[src/rtl/sr_latch_driver.sv]
// Command-side controller for a clocked SR latch: accepts SET/RESET/TOGGLE/NOP
// over valid/ready, drives legal S/R/Enable pulses, then confirms Q/Qp readback.
module sr_latch_driver #(
  parameter int unsigned PULSE_CYCLES  = 2,
  parameter int unsigned SETTLE_CYCLES = 1,
  parameter int unsigned TIMEOUT       = 8
) (
  input  logic       Clock,
  input  logic       Reset_n,
  input  logic       cmd_valid,
  output logic       cmd_ready,
  input  logic [1:0] cmd_op,
  output logic       S,
  output logic       R,
  output logic       Enable,
  input  logic       Q_fb,
  input  logic       Qp_fb,
  output logic       busy,
  output logic       done,
  output logic       error,
  output logic [7:0] op_count
);

  localparam int unsigned COUNT_W  = 8;
  localparam int unsigned CNT_MAX0 = (PULSE_CYCLES > SETTLE_CYCLES) ? PULSE_CYCLES : SETTLE_CYCLES;
  localparam int unsigned CNT_MAX  = (CNT_MAX0 > TIMEOUT) ? CNT_MAX0 : TIMEOUT;
  localparam int unsigned CNT_W    = (CNT_MAX < 2) ? 1 : $clog2(CNT_MAX + 1);

  localparam logic [1:0] OP_NOP   = 2'b00;
  localparam logic [1:0] OP_SET   = 2'b01;
  localparam logic [1:0] OP_RESET = 2'b10;

  typedef enum logic [2:0] {
    ST_IDLE,
    ST_DRIVE,
    ST_SETTLE,
    ST_CHECK,
    ST_DONE,
    ST_ERR
  } state_t;

  state_t               state_q;
  state_t               state_d;
  logic [CNT_W-1:0]     cnt_q;
  logic [CNT_W-1:0]     cnt_d;
  logic                 target_q;
  logic                 target_d;
  logic                 s_d;
  logic                 r_d;
  logic                 en_d;
  logic                 busy_d;
  logic                 ready_d;
  logic                 done_d;
  logic                 error_d;
  logic [COUNT_W-1:0]   op_count_d;
  logic                 accept_c;
  logic                 match_c;

  // Handshake and readback qualification; Q==Qp can never equal (target, ~target).
  assign accept_c = cmd_valid && cmd_ready;
  assign match_c  = (Q_fb == target_q) && (Qp_fb == !target_q);

  // State register and registered outputs.
  always_ff @(posedge Clock or negedge Reset_n) begin
    if (!Reset_n) begin
      state_q   <= ST_IDLE;
      cnt_q     <= '0;
      target_q  <= 1'b0;
      S         <= 1'b0;
      R         <= 1'b0;
      Enable    <= 1'b0;
      busy      <= 1'b0;
      cmd_ready <= 1'b1;
      done      <= 1'b0;
      error     <= 1'b0;
      op_count  <= '0;
    end else begin
      state_q   <= state_d;
      cnt_q     <= cnt_d;
      target_q  <= target_d;
      S         <= s_d;
      R         <= r_d;
      Enable    <= en_d;
      busy      <= busy_d;
      cmd_ready <= ready_d;
      done      <= done_d;
      error     <= error_d;
      op_count  <= op_count_d;
    end
  end

  // Next-state logic and next values of every registered output.
  always_comb begin
    state_d    = state_q;
    cnt_d      = cnt_q;
    target_d   = target_q;
    done_d     = 1'b0;
    error_d    = error;
    op_count_d = op_count;

    case (state_q)
      ST_IDLE: begin
        if (accept_c) begin
          error_d = 1'b0;
          if (cmd_op == OP_NOP) begin
            state_d = ST_DONE;
          end else begin
            state_d = ST_DRIVE;
            cnt_d   = CNT_W'(PULSE_CYCLES - 1);
            if (cmd_op == OP_SET) begin
              target_d = 1'b1;
            end else if (cmd_op == OP_RESET) begin
              target_d = 1'b0;
            end else begin
              target_d = !Q_fb;
            end
          end
        end
      end
      ST_DRIVE: begin
        if (cnt_q == '0) begin
          state_d = ST_SETTLE;
          cnt_d   = CNT_W'(SETTLE_CYCLES - 1);
        end else begin
          cnt_d = cnt_q - CNT_W'(1);
        end
      end
      ST_SETTLE: begin
        if (cnt_q == '0) begin
          state_d = ST_CHECK;
          cnt_d   = CNT_W'(TIMEOUT);
        end else begin
          cnt_d = cnt_q - CNT_W'(1);
        end
      end
      ST_CHECK: begin
        if (match_c) begin
          state_d = ST_DONE;
        end else if (cnt_q == '0) begin
          state_d = ST_ERR;
        end else begin
          cnt_d = cnt_q - CNT_W'(1);
        end
      end
      ST_DONE: begin
        done_d     = 1'b1;
        op_count_d = op_count + COUNT_W'(1);
        state_d    = ST_IDLE;
      end
      ST_ERR: begin
        error_d = 1'b1;
        state_d = ST_IDLE;
      end
      default: begin
        state_d = ST_IDLE;
      end
    endcase

    // Drive outputs follow the state being entered so they align with it.
    en_d    = (state_d == ST_DRIVE);
    s_d     = en_d && target_d;
    r_d     = en_d && !target_d;
    busy_d  = (state_d != ST_IDLE);
    ready_d = (state_d == ST_IDLE);
  end

  // S and R must never be driven together.
  assert property (@(posedge Clock) disable iff (!Reset_n) !(S && R));

endmodule

[config.mk]
export PLATFORM = sky130hd
export DESIGN_NAME = sr_latch_driver
export DESIGN_NICKNAME = d
export VERILOG_FILES = /design/src/rtl/sr_latch_driver.sv
export SDC_FILE = /design/constraint.sdc
export NUM_CORES = 1
export LEC_CHECK = 0
export BUFFER_PORTS_ARGS = -buffer_cell sky130_fd_sc_hd__buf_4
export CAP_MARGIN = 10
export CELL_PAD_IN_SITES_DETAIL_PLACEMENT = 1
export CELL_PAD_IN_SITES_GLOBAL_PLACEMENT = 2
export CORE_UTILIZATION = 31
export DETAILED_ROUTE_END_ITERATION = 10
export PLACE_DENSITY_LB_ADDON = 0.1
export SYNTH_ARGS = -nofsm -noshare
export SYNTH_HDL_FRONTEND = slang
export SYNTH_SLANG_ARGS = --single-unit
[constraint.sdc]
create_clock -name Clock -period 1.92 [get_ports Clock]
set_input_delay 0.288 -clock Clock [delete_from_list [all_inputs] [get_ports Clock]]
set_output_delay 0.288 -clock Clock [all_outputs]
set_load 0.05 [all_outputs]
==> impl_metrics.toml <==
[synth]
syn-cell-area_sq_um = 1150
combinational_family_with_the_most_area_after_synthesis = "compound AO/OA/AOI/OAI gates"
synth_xor_area_share_pct = 5.33
synth_area_per_inst_sq_um = 11.5
adder_and_majority_gate_portion_of_the_synthesized_area_pct = 2.18
postSynthNetCount = 109
synth.area.top_cells = "sky130_fd_sc_hd__dfrtp_1 (48%), sky130_fd_sc_hd__xnor2_1 (3.0%), sky130_fd_sc_hd__dfstp_2 (2.3%)"
synth_ff_type = "sky130_fd_sc_hd__dfrtp_1"
syn_inst = 100
post-synth-top-area-fraction_pct = 47.9
sequential_cell_area_fraction_in_the_yosys_report_pct = 50.2
yosys-mux-area-fraction_pct = 3.16
post_synth_simple_gate_area_pct = 17.7
library_cell_occupying_the_most_area_in_the_post_synthesis_netlist = "sky130_fd_sc_hd__dfrtp_1"
yosys_warnings = 0
number_of_synthesized_flops_with_an_enable_pin = 0
postSynthRegisterBits = 23
synth_compound_gate_area_share_pct = 18.0
synth_cell_type_count = 45
async_reset_ff_share_pct = 100

[clock_network]
cts-buffers-inserted = 3
number_of_h_tree_levels = 1
clk-insertion-delay-late_ns = 0.26
root_buffer = "sky130_fd_sc_hd__clkbuf_8"
cts_tree = "yes"
clkSlewWorstSetupHoldPaths_ns = 0.08
clock_sinks = 23
post_cts_buffers = 0
clockBufferDepth = 2

[grt]
vias_in_the_first_global_route = 913
grt_use_total_pct = 14.2
antenna_found_initial = 0
grt_overflow = 0
grt_max_degree = 24
grt_first_pass_wirelength_mm = 4.45

[drt]
antenna_violating_nets_post_route = 0
wl_per_cell_microns = 15.0
detail_route.iter0.violations = 19
drcViolationCount = 0
via_count = 876
route.final.wire_length_mm = 2.61
vias_per_cell = 5.03
drt_pre_antenna_iters = 4

[timing]
clock-skew-final_ns = 0.00793
fin_crit_sh_pct = 95.6
fin_setup_tns_ns = 0
fmaxAchievable_ghz = 0.545
slew_violations = 0
max_slew_margin_pct = 70.5
setup_viol = 0
setup_repair_after_global_routing_missed_its_margin = "no"
finalHoldViolations = 0
final_period_minus_worst_setup_slack_ns = 1.84
worst_pin_slew_ns = 0.442

[final_layout]
utilization_pct = 42.5
antenna_cells = 0
seqCellArea_sq_um = 577
multiInputGateArea_sq_um = 553
area.growth.synth_to_final_pct = 27.3
most-common-layout-cells = "sky130_fd_sc_hd__buf_4 (26), sky130_fd_sc_hd__dfrtp_1 (22), sky130_fd_sc_hd__inv_1 (7), sky130_fd_sc_hd__nor2_1 (7)"
fillCellCount = 378
post_route_cells_drive_above_1_share_pct = 34.4
layout_commonest_cell = "sky130_fd_sc_hd__buf_4"
layout.nets = 138

[worst_hold_path]
holdCritPathClass = "in -> reg"

[power_and_ir_drop]
report.power.total_mw = 2.43
cellLeakagePower_nw = 0.718
total_power_divided_by_cell_area_nw_per_um2 = 1660
peakVddDrop_uv = 504

[die]
die_area_sq_um = 3960
fp.coreArea_sq_um = 3440
die-height_microns = 62.9
floorplan.die.width_microns = 62.9
fp-row-count = 21
design.portCount = 22
initial_utilization_pct = 33.4

[worst_setup_path]
reg2reg_slack_ns = 0.08
arrival_time_reported_for_the_critical_path_endpoint_ns = 1.98
start_kind = "flip-flop"
critPathKind = "reg -> reg"
critical_path.endpoint_type = "flip-flop"
worst-path-max-fanout = 6
required_ns = 2.06

[placed_design]
dp.final_hpwl_mm = 2.00
finalWeightedCongestion = 0.791
io_buffer_count = 21

[flow_run]
maxCapViolations = 0

[outcome]
status = "completed"
## layout make-up
type,instances,share of cell area [%]
timing repair buffer,27,14.0
multi-input combinational,67,37.8
sequential,23,39.4
clock buffer,4,3.08
inverter,7,1.79
tap,46,3.93
## worst max-delay path, cell delays in order (launching register included)
cell,delay (ns)
sky130_fd_sc_hd__dfrtp_1,0.38
sky130_fd_sc_hd__inv_1,0.07
sky130_fd_sc_hd__ha_2,0.21
sky130_fd_sc_hd__nor3b_4,0.17
sky130_fd_sc_hd__o311a_4,0.41
sky130_fd_sc_hd__o21bai_4,0.19
sky130_fd_sc_hd__mux2_4,0.30
## repair_timing
item / 4_1_cts / 5_1_grt
endpoints found under the setup margin: 0 / 5
gates resized for setup: 0 / 4
hold endpoints to repair: 22 / 0
hold buffers: 1 / 0
## state kept, by name, indices dropped and copies added, names as in the netlist
name,count
busy,1
cnt_q,4
op_count,8
Enable,1
error,1
target_q,1
cmd_ready,1
R,1
S,1
done,1
state_q,3
## per-layer routing
layer  up-vias  GRT usage [%]  wire length (microns)
li1        419              -                      -
met4         0           3.49                     13
met5         -              0                      0
met1       442           19.3                   1260
met2        13           23.7                   1280
met3         2           1.64                     58
## cell usage after synthesis (2+ instances only)
cell and n:
sky130_fd_sc_hd__nor2b_1 2, sky130_fd_sc_hd__ha_1 2, sky130_fd_sc_hd__a32o_1 2, sky130_fd_sc_hd__nand2_1 2, sky130_fd_sc_hd__o31ai_1 2, sky130_fd_sc_hd__and3b_1 2, sky130_fd_sc_hd__nand3_1 4, sky130_fd_sc_hd__o21ai_0 4
sky130_fd_sc_hd__dfrtp_1 22, sky130_fd_sc_hd__xor2_1 3, sky130_fd_sc_hd__nor2_1 7, sky130_fd_sc_hd__nor3_1 4, sky130_fd_sc_hd__inv_1 7, sky130_fd_sc_hd__a21oi_1 2, sky130_fd_sc_hd__nor3b_2 2, sky130_fd_sc_hd__xnor2_1 4
## through the flow
step | worst slack (ns) | hold WS [ns] | instance area, sq um | cells
finish | 0.0839 | 0.376 | 1460 | 174
global route | 0.0232 | 0.391 | 1460 | 174
CTS | 0.0177 | 0.379 | 1440 | 174
detailed placement | 0.0328 | 0.204 | 1390 | 169
global placement | 0.0863 | 0.205 | 1390 | 169
floorplan | 0.116 | -0.00759 | 1150 | 100
## power by group
| group | switching, mW | total [mW] | leakage (nW) | internal [mW] |
|---|---|---|---|---|
| logic | 0.754 | 1.30 | 0.397 | 0.546 |
| registers | 0.185 | 0.833 | 0.298 | 0.649 |
| clock network | 0.146 | 0.294 | 0.0228 | 0.148 |
## path summary, 6_finish.rpt
check,start,endpoint,depth (start not counted)
max,cnt_q[1]$_DFFE_PN0P_,cnt_q[1]$_DFFE_PN0P_,6
min,cmd_op[0],target_q$_DFF_PN0_,2
max reg2reg,cnt_q[1]$_DFFE_PN0P_,cnt_q[1]$_DFFE_PN0P_,6
min reg2reg,op_count[7]$_DFFE_PN0P_,op_count[7]$_DFFE_PN0P_,1
max in group asynchronous,Reset_n,cmd_ready$_DFF_PN1_,2
min in group asynchronous,Reset_n,R$_DFF_PN0_,2
## cell families (layout without fill, tap and decap cells)
| kind of cell | after synthesis | after routing |
|---|---|---|
| AND/OR/NAND/NOR | 33 | 33 |
| flip-flops | 23 | 23 |
| AO/OA/AOI/OAI | 22 | 22 |
| buffers and inverters | 10 | 38 |
| XOR/XNOR | 7 | 7 |
| multiplexers | 3 | 3 |
| adder cells (fa/ha/maj) | 2 | 2 |
Note: power is estimated with default switching activity, not from simulation.
